File: config.mk
export PLATFORM = sky130hd
export DESIGN_NAME = wave_profile_gen
export DESIGN_NICKNAME = d
export VERILOG_FILES = /design/src/rtl/wave_pkg.sv /design/src/rtl/sine_quarter_lut.sv /design/src/rtl/wave_profile_gen.sv
export SDC_FILE = /design/constraint.sdc
export NUM_CORES = 1
export LEC_CHECK = 0
export BUFFER_PORTS_ARGS = -buffer_cell sky130_fd_sc_hd__buf_4
export CORE_ASPECT_RATIO = 0.9
export CORE_MARGIN = 1
export CORE_UTILIZATION = 45
export CTS_CLUSTER_SIZE = 30
export DETAILED_ROUTE_END_ITERATION = 8
export GPL_TIMING_DRIVEN = 0
export SETUP_SLACK_MARGIN = 0.4
export SYNTH_ARGS = -nofsm -noshare
export SYNTH_HDL_FRONTEND = slang
export SYNTH_SLANG_ARGS = --single-unit
File: constraint.sdc
create_clock -name vclock -period 6.45 [get_ports vclock]
set_input_delay 1.29 -clock vclock [delete_from_list [all_inputs] [get_ports vclock]]
set_output_delay 1.29 -clock vclock [all_outputs]
set_load 0.02 [all_outputs]
File: src/rtl/wave_pkg.sv
// Shared constants and types for the wave profile generator.
//   PHASE_W    phase accumulator width (one sine period = 2^PHASE_W)
//   LUT_AW     quarter-wave LUT address width
//   MAG_W      quarter-wave LUT data width (unsigned magnitude)
//   CENTER     output row of the zero-amplitude profile
//   MAX_Y      largest legal output row
//   N_SAMPLES  samples (columns) streamed per frame
//   wave_state_t  frame sequencer states
package wave_pkg;

  localparam int PHASE_W   = 16;
  localparam int LUT_AW    = 6;
  localparam int MAG_W     = 7;
  localparam int CENTER    = 382;
  localparam int MAX_Y     = 767;
  localparam int N_SAMPLES = 1024;
  localparam int IDX_W     = $clog2(N_SAMPLES);

  typedef enum logic [1:0] {
    IDLE,
    LOAD,
    STREAM,
    FLUSH
  } wave_state_t;

endpackage

File: src/rtl/sine_quarter_lut.sv
// Quarter-wave sine ROM with one cycle of read latency.
//   lut[i] = round(127 * sin(pi/2 * (i + 0.5) / 64)), unsigned 7-bit.
// Ports:
//   vclock  in   pixel clock
//   i_addr  in   LUT_AW-bit quarter-wave address
//   o_mag   out  MAG_W-bit magnitude, registered
module sine_quarter_lut
  import wave_pkg::*;
(
  input  logic              vclock,
  input  logic [LUT_AW-1:0] i_addr,
  output logic [MAG_W-1:0]  o_mag
);

  function automatic logic [MAG_W-1:0] quarter_sine(input logic [LUT_AW-1:0] a);
    logic [MAG_W-1:0] v;
    v = '0;
    case (a)
      6'd0:  v = 7'd2;    6'd1:  v = 7'd5;    6'd2:  v = 7'd8;    6'd3:  v = 7'd11;
      6'd4:  v = 7'd14;   6'd5:  v = 7'd17;   6'd6:  v = 7'd20;   6'd7:  v = 7'd23;
      6'd8:  v = 7'd26;   6'd9:  v = 7'd29;   6'd10: v = 7'd32;   6'd11: v = 7'd35;
      6'd12: v = 7'd38;   6'd13: v = 7'd41;   6'd14: v = 7'd44;   6'd15: v = 7'd47;
      6'd16: v = 7'd50;   6'd17: v = 7'd53;   6'd18: v = 7'd56;   6'd19: v = 7'd58;
      6'd20: v = 7'd61;   6'd21: v = 7'd64;   6'd22: v = 7'd67;   6'd23: v = 7'd69;
      6'd24: v = 7'd72;   6'd25: v = 7'd74;   6'd26: v = 7'd77;   6'd27: v = 7'd79;
      6'd28: v = 7'd82;   6'd29: v = 7'd84;   6'd30: v = 7'd86;   6'd31: v = 7'd89;
      6'd32: v = 7'd91;   6'd33: v = 7'd93;   6'd34: v = 7'd95;   6'd35: v = 7'd97;
      6'd36: v = 7'd99;   6'd37: v = 7'd101;  6'd38: v = 7'd103;  6'd39: v = 7'd105;
      6'd40: v = 7'd106;  6'd41: v = 7'd108;  6'd42: v = 7'd110;  6'd43: v = 7'd111;
      6'd44: v = 7'd113;  6'd45: v = 7'd114;  6'd46: v = 7'd115;  6'd47: v = 7'd117;
      6'd48: v = 7'd118;  6'd49: v = 7'd119;  6'd50: v = 7'd120;  6'd51: v = 7'd121;
      6'd52: v = 7'd122;  6'd53: v = 7'd123;  6'd54: v = 7'd124;  6'd55: v = 7'd124;
      6'd56: v = 7'd125;  6'd57: v = 7'd125;  6'd58: v = 7'd126;  6'd59: v = 7'd126;
      6'd60: v = 7'd127;  6'd61: v = 7'd127;  6'd62: v = 7'd127;  6'd63: v = 7'd127;
      default: v = '0;
    endcase
    return v;
  endfunction

  always_ff @(posedge vclock) begin
    o_mag <= quarter_sine(i_addr);
  end

endmodule

File: src/rtl/wave_profile_gen.sv
// Per-frame sine surface profile generator for the display stage.
// On an enabled vsync falling edge it latches the wave settings and streams
// N_SAMPLES profile rows, one per wave_clk strobe, starting at column 0.
// Ports:
//   vclock      in   pixel clock, the only clock
//   reset       in   synchronous, active-high
//   vsync       in   active low; falling edge triggers a frame
//   enable      in   frame trigger accepted only while high
//   freq_step   in   phase increment per column
//   amplitude   in   unsigned peak deflection in pixels
//   offset      in   horizontal scroll in columns
//   wave_prof   out  profile row, valid while wave_clk is high, held otherwise
//   wave_clk    out  one-cycle strobe per sample
//   busy        out  high while a frame is being generated
//   frame_done  out  pulse coincident with the last strobe
//   overrun     out  sticky; trigger seen while busy
module wave_profile_gen
  import wave_pkg::*;
(
  input  logic               vclock,
  input  logic               reset,
  input  logic               vsync,
  input  logic               enable,
  input  logic [PHASE_W-1:0] freq_step,
  input  logic [7:0]         amplitude,
  input  logic [10:0]        offset,
  output logic [9:0]         wave_prof,
  output logic               wave_clk,
  output logic               busy,
  output logic               frame_done,
  output logic               overrun
);

  localparam logic signed [15:0] C_CENTER = 16'(CENTER);
  localparam logic signed [15:0] C_MAX_Y  = 16'(MAX_Y);

  wave_state_t        r_state;
  logic               r_vsync_q;
  logic [PHASE_W-1:0] r_phase;
  logic [PHASE_W-1:0] r_step;
  logic [7:0]         r_amp;
  logic [IDX_W-1:0]   r_idx;
  logic               r_s1_valid;
  logic               r_s1_sign;
  logic               r_s1_last;

  logic               w_trig;
  logic               w_issue;
  logic               w_last_idx;
  logic [1:0]         w_q;
  logic [LUT_AW-1:0]  w_a;
  logic [LUT_AW-1:0]  w_lut_addr;
  logic [MAG_W-1:0]   w_mag;
  logic [PHASE_W-1:0] w_load_phase;
  logic signed [15:0] w_amp_s;
  logic signed [15:0] w_mag_s;
  logic signed [15:0] w_prod;
  logic signed [15:0] w_defl;
  logic signed [15:0] w_y;
  logic [9:0]         w_row;

  assign w_trig       = r_vsync_q & ~vsync & enable;
  assign w_issue      = (r_state == STREAM);
  assign w_last_idx   = (r_idx == IDX_W'(N_SAMPLES - 1));
  assign w_q          = r_phase[PHASE_W-1 -: 2];
  assign w_a          = r_phase[PHASE_W-3 -: LUT_AW];
  // Odd quadrants walk the quarter wave backwards.
  assign w_lut_addr   = w_q[0] ? ~w_a : w_a;
  // Truncation to PHASE_W bits is the mod 2^PHASE_W wrap.
  assign w_load_phase = PHASE_W'(offset) * freq_step;

  sine_quarter_lut u_lut (
    .vclock (vclock),
    .i_addr (w_lut_addr),
    .o_mag  (w_mag)
  );

  // Frame sequencer: IDLE -> LOAD -> STREAM (N_SAMPLES issues) -> FLUSH -> IDLE.
  always_ff @(posedge vclock) begin
    if (reset) begin
      r_state   <= IDLE;
      r_vsync_q <= 1'b0;
      r_phase   <= '0;
      r_step    <= '0;
      r_amp     <= '0;
      r_idx     <= '0;
      busy      <= 1'b0;
      overrun   <= 1'b0;
    end else begin
      r_vsync_q <= vsync;
      if (w_trig && (r_state != IDLE)) begin
        overrun <= 1'b1;
      end
      unique case (r_state)
        IDLE: begin
          if (w_trig) begin
            r_state <= LOAD;
            busy    <= 1'b1;
          end
        end
        LOAD: begin
          r_step  <= freq_step;
          r_amp   <= amplitude;
          r_phase <= w_load_phase;
          r_idx   <= '0;
          r_state <= STREAM;
        end
        STREAM: begin
          r_phase <= r_phase + r_step;
          r_idx   <= r_idx + 1'b1;
          if (w_last_idx) begin
            r_state <= FLUSH;
          end
        end
        FLUSH: begin
          if (!r_s1_valid) begin
            r_state <= IDLE;
            busy    <= 1'b0;
          end
        end
        default: r_state <= IDLE;
      endcase
    end
  end

  // S2: signed deflection. The multiply and the S3 clamp share one cycle so
  // that the ROM register plus the output register give the two-cycle
  // issue-to-strobe latency (first strobe four cycles after the trigger).
  assign w_amp_s = $signed({8'd0, r_amp});
  assign w_mag_s = r_s1_sign ? -$signed({9'd0, w_mag}) : $signed({9'd0, w_mag});
  assign w_prod  = w_amp_s * w_mag_s;
  assign w_defl  = w_prod >>> 7;
  assign w_y     = C_CENTER - w_defl;

  // S3: clamp to [0, MAX_Y].
  always_comb begin
    w_row = '0;
    if (w_y < 0) begin
      w_row = '0;
    end else if (w_y > C_MAX_Y) begin
      w_row = 10'(MAX_Y);
    end else begin
      w_row = w_y[9:0];
    end
  end

  always_ff @(posedge vclock) begin
    if (reset) begin
      r_s1_valid <= 1'b0;
      r_s1_sign  <= 1'b0;
      r_s1_last  <= 1'b0;
      wave_prof  <= '0;
      wave_clk   <= 1'b0;
      frame_done <= 1'b0;
    end else begin
      r_s1_valid <= w_issue;
      r_s1_sign  <= w_q[1];
      r_s1_last  <= w_issue & w_last_idx;
      wave_clk   <= r_s1_valid;
      frame_done <= r_s1_valid & r_s1_last;
      if (r_s1_valid) begin
        wave_prof <= w_row;
      end
    end
  end

endmodule
==> PnR_summary.wiki <==
{| class="wikitable"
! Metric !! Value
|-
| Run status || finished, final reports clean
|-
| Via count of the first global-routing pass || 8,836
|-
| PnR worst setup slack || roughly 0.46 ns
|-
| Post-placement setup slack || -0.6378 ns
|-
| Remaining DRCs || 0
|-
| Static power due to leakage || 5.686 nW
|-
| Critical path's most frequent cell || sky130_fd_sc_hd__fa_1
|-
| Final count of pins violating max slew || 0
|-
| Distinct cells, synth || 70
|-
| Hold Crit Start || r_s1_last
|-
| Per-cell via count in the routed design || approximately 5.3
|-
| Critical Path Max Stage Delay || roughly 0.54 ns
|-
| Register-to-Register Path Depth || 27
|-
| Clock slew seen by the registers of the worst setup and hold paths || ~0.070 ns
|-
| Achievable clock frequency || 167.0 MHz
|-
| CP Launch Type || register
|-
| RSZ-0062 raised after global routing || true
|-
| Via count of the routed design || 8,750
|-
| Number of port buffers || 48
|-
| Max H-tree Level || 3
|-
| Synth-to-Final Area Change || 17.45%
|-
| TritonCTS clock tree || built
|-
| Routed WL || 27,190 um
|-
| Number of enable flip-flop cells after synthesis || 0
|-
| I/O pins || 53
|-
| Yosys synthesis warning count || 0
|-
| WP data arrival || between 6 and 7 ns
|-
| Antenna-violating nets left || 0
|-
| Slowest cell on the critical path || sky130_fd_sc_hd__fa_1
|-
| Global-route wire length before repair || 45,680 um
|-
| Slew at the pin closest to its max-slew limit || 0.9467 ns
|-
| Fraction of the cycle the final worst path needs || 0.9284
|-
| Worst hold-check slack || 0.4251 ns
|-
| DPL Wire Length || 20,890 um
|-
| Post-route minimum period || 5.988 ns
|-
| Ys async rst share || 0
|-
| Category of the worst setup path capture point || register
|-
| Total clock sinks || 77
|-
| Number of antenna diodes || 0
|-
| Total global routing track utilization || 0.2400
|-
| Congestion Overflow GR || 0
|-
| Total of flip-flops plus latches after synthesis || 77
|-
| Number of cells on the worst hold path || 1
|-
| Post-layout net count || 1,630
|-
| Die span in x || 163.9 um
|-
| Die Height || 147.7 um
|-
| Number of max-cap violations || 0
|-
| Layout filler cell count || ~2,100
|-
| Mean cell area of the mapped netlist || 8.448 um^2
|-
| Initial core utilization || 0.4646
|-
| CTS buffer count || 9
|-
| Gate count after technology mapping || 1,256
|-
| Critical R2R Capture || wave_prof[1]
|-
| Post-Synthesis Net Count || 1,523
|-
| Global placement routability congestion || 0.8590
|-
| Post-CTS Hold Fix Bufs || 0
|-
| Cell chosen for the clock root || sky130_fd_sc_hd__clkbuf_16
|-
| Fraction of layout cells with a size suffix above 1 || 0.1506
|-
| Total power divided by cell area || between 300 and 400 nW/um^2
|-
| Peak supply drop || 0.3740 mV
|-
| Crit Path Class || reg -> reg
|-
| Clock skew || 0.008984 ns
|-
| Post-Route Setup TNS || 0 ns
|-
| Worst hold path type || reg -> reg
|-
| Detailed-routing iteration count for the pre-antenna-repair pass || 5
|-
| Number of DRC markers after the initial detailed-route iteration || 474
|-
| Mapped Area || 10,610 um^2
|-
| Number of buffers and inverters on the critical path || 7
|-
| Worst min-delay path endpoint || frame_done
|-
| Clk buf depth || 2
|-
| Maximum number of pins on one net before global-route repair || 15
|-
| Number of hold violations in the final report || 0
|-
| Required time of the worst setup path || 6.71 ns
|-
| Largest fanout on the critical path || 7
|-
| Total core area || roughly 23,000 um^2
|-
| Family of cells with the greatest summed delay on the critical path || adder cells
|-
| Slack of the worst reg-to-reg path || 0.46 ns
|-
| Number of cell rows || 52
|-
| Setup violation total in the final timing report || 0
|-
| Die Footprint || 24,200 um^2
|-
| Most common flop cell mapped by yosys || sky130_fd_sc_hd__dfxtp_1
|-
| Clock insertion delay at the later pin of the skew report || 0.35 ns
|-
| Number of antenna violations at the first check in global routing || 0
|-
| Detailed-route wire length per cell || 16.33 um
|-
| Proportion of synthesized chip area in sequential cells || 0.1453
|-
| Relative slew slack || 0.3689
|-
| Reg2Reg Launch Point || u_lut.o_mag[0]
|}
-- worst reg2reg max path, cell delays in order (launching register included) --
cell and delay (ns):
sky130_fd_sc_hd__dfxtp_2 0.34, sky130_fd_sc_hd__buf_8 0.10, sky130_fd_sc_hd__inv_1 0.06, sky130_fd_sc_hd__ha_4 0.18, sky130_fd_sc_hd__and2_4 0.14, sky130_fd_sc_hd__ha_4 0.26, sky130_fd_sc_hd__nand2_2 0.06, sky130_fd_sc_hd__o21ai_4 0.13
sky130_fd_sc_hd__buf_6 0.14, sky130_fd_sc_hd__nand2_1 0.06, sky130_fd_sc_hd__fa_1 0.54, sky130_fd_sc_hd__inv_1 0.05, sky130_fd_sc_hd__fa_1 0.48, sky130_fd_sc_hd__inv_1 0.05, sky130_fd_sc_hd__fa_1 0.47, sky130_fd_sc_hd__fa_1 0.51
sky130_fd_sc_hd__inv_2 0.05, sky130_fd_sc_hd__ha_4 0.25, sky130_fd_sc_hd__o21a_1 0.16, sky130_fd_sc_hd__nor2_4 0.05, sky130_fd_sc_hd__a211oi_4 0.28, sky130_fd_sc_hd__buf_4 0.18, sky130_fd_sc_hd__o21ai_4 0.08, sky130_fd_sc_hd__a2111oi_4 0.36
sky130_fd_sc_hd__nand2_2 0.11, sky130_fd_sc_hd__or3_4 0.42, sky130_fd_sc_hd__nand2b_4 0.15, sky130_fd_sc_hd__a311oi_2 0.25
-- state kept, by name (all words and copies together) (netlist names) --
register     cells
busy             1
u_lut.o_mag      7
r_s1_last        1
frame_done       1
r_step          16
r_s1_sign        1
r_vsync_q        1
overrun          1
r_amp            8
wave_prof       10
r_s1_valid       1
wave_clk         1
r_phase         16
r_state          2
r_idx           10
-- stage by stage --
stage	cell area [um^2]	power, mW	std cells	util
floorplan	10610	2.858	1256	-
global placement	11350	3.541	1601	0.4968
detailed placement	11350	3.565	1601	0.4968
CTS	12110	4.277	1646	0.5304
global route	12460	4.920	1665	0.5457
finish	12460	4.491	1665	0.5457
-- placed cells by master, fill, tap and decap left out, drive strengths merged, types with 34 or more instances in the layout --
master	n
fa	135
ha	93
inv	198
dfxtp	77
xnor2	53
clkbuf	58
nand2	154
buf	102
and2	77
a21oi	52
nor2	96
o21ai	34
-- per-layer routing --
metal / vias to the layer above / track usage / part of all wire
li1: 4241 / - / -
met1: 4297 / 0.3548 / 0.49
met2: 189 / 0.3686 / 0.44
met3: 23 / 0.03620 / 0.047
met4: 0 / 0.05139 / 0.015
met5: - / 0 / 0
-- cells in the mapped netlist, types with 2 or more instances --
library cell                instances  share of area
sky130_fd_sc_hd__inv_1            196          0.069
sky130_fd_sc_hd__nand2_1          153          0.054
sky130_fd_sc_hd__fa_1             135           0.25
sky130_fd_sc_hd__nor2_1            96          0.034
sky130_fd_sc_hd__ha_1              93           0.11
sky130_fd_sc_hd__and2_1            77          0.045
sky130_fd_sc_hd__dfxtp_1           77           0.15
sky130_fd_sc_hd__a21oi_1           52          0.025
sky130_fd_sc_hd__xnor2_1           52          0.043
sky130_fd_sc_hd__clkbuf_1          51          0.018
sky130_fd_sc_hd__o21ai_0           29          0.014
sky130_fd_sc_hd__mux2i_1           28          0.026
sky130_fd_sc_hd__xor2_1            28          0.023
sky130_fd_sc_hd__a211oi_1          23          0.016
sky130_fd_sc_hd__nor2b_1           14         0.0083
sky130_fd_sc_hd__nor3_1            12         0.0057
sky130_fd_sc_hd__a21o_1            10         0.0071
sky130_fd_sc_hd__nand3_1           10         0.0047
sky130_fd_sc_hd__o211ai_1          10         0.0071
sky130_fd_sc_hd__nand2b_1           8         0.0047
sky130_fd_sc_hd__a31oi_1            7         0.0041
sky130_fd_sc_hd__or3_1              7         0.0041
sky130_fd_sc_hd__and4_1             5         0.0041
sky130_fd_sc_hd__nand4_1            5         0.0029
sky130_fd_sc_hd__o2111ai_1          5         0.0041
sky130_fd_sc_hd__and3_1             4         0.0024
sky130_fd_sc_hd__nor4_1             4         0.0024
sky130_fd_sc_hd__o21a_1             4         0.0028
sky130_fd_sc_hd__o21ai_1            4         0.0019
sky130_fd_sc_hd__a2111oi_0          3         0.0025
sky130_fd_sc_hd__a21boi_1           3         0.0021
sky130_fd_sc_hd__a311oi_1           3         0.0025
sky130_fd_sc_hd__o31a_1             3         0.0025
sky130_fd_sc_hd__a211o_1            2         0.0017
sky130_fd_sc_hd__buf_1              2        0.00071
sky130_fd_sc_hd__nand3b_1           2         0.0014
sky130_fd_sc_hd__o21ba_2            2         0.0019
sky130_fd_sc_hd__o2bb2ai_1          2         0.0017
sky130_fd_sc_hd__o31ai_1            2         0.0014
sky130_fd_sc_hd__o41ai_1            2         0.0017
sky130_fd_sc_hd__xnor3_1            2         0.0042
-- final cells by class --
type	instances	area, um^2	share of cell area
clock buffer	10	229.0	0.01837
buffer	54	254.0	0.02038
tap	297	371.6	0.02982
multi-input combinational	929	8517	0.6834
timing repair buffer	96	735.7	0.05904
inverter	196	735.7	0.05904
sequential	77	1549	0.1243
clock inverter	6	70.07	0.005622
-- kinds of logic (layout without fill, tap and decap cells) --
group / count (synthesis) / in the layout / synth area share
AND/OR/NAND/NOR: 405 / 405 / 0.1808
XOR/XNOR: 84 / 84 / 0.07406
flip-flops: 77 / 77 / 0.1453
adder cells (fa/ha/maj): 228 / 228 / 0.3644
AO/OA/AOI/OAI: 183 / 183 / 0.1184
multiplexers: 29 / 29 / 0.02854
buffers and inverters: 250 / 362 / 0.08856
-- what timing repair did --
action	CTS	global route
endpoints found under the setup margin	13	13
setup buffers	29	19
pin swaps	26	43
gates resized for setup	58	66
-- where the power goes --
group	leakage [nW]	switching [mW]	internal (mW)	total, mW
logic	4.91	1.85	1.40	3.25
registers	0.628	0.124	0.588	0.712
clock network	0.147	0.221	0.304	0.525
total	5.69	2.20	2.29	4.49
-- worst max-delay path by stage --
stage	startpoint	endpoint	slack [ns]	depth (start not counted)
floorplan	u_lut.o_mag[0]	wave_prof[1]	0.43	25
global route	u_lut.o_mag[0]	wave_prof[1]	0.24	29
CTS	u_lut.o_mag[0]	wave_prof[1]	0.30	23
global placement	u_lut.o_mag[0]	wave_prof[4]	-0.55	25
finish	u_lut.o_mag[0]	wave_prof[1]	0.46	27
detailed placement	u_lut.o_mag[0]	wave_prof[4]	-0.64	26
No activity file was read; power rests on OpenSTA's default activity.
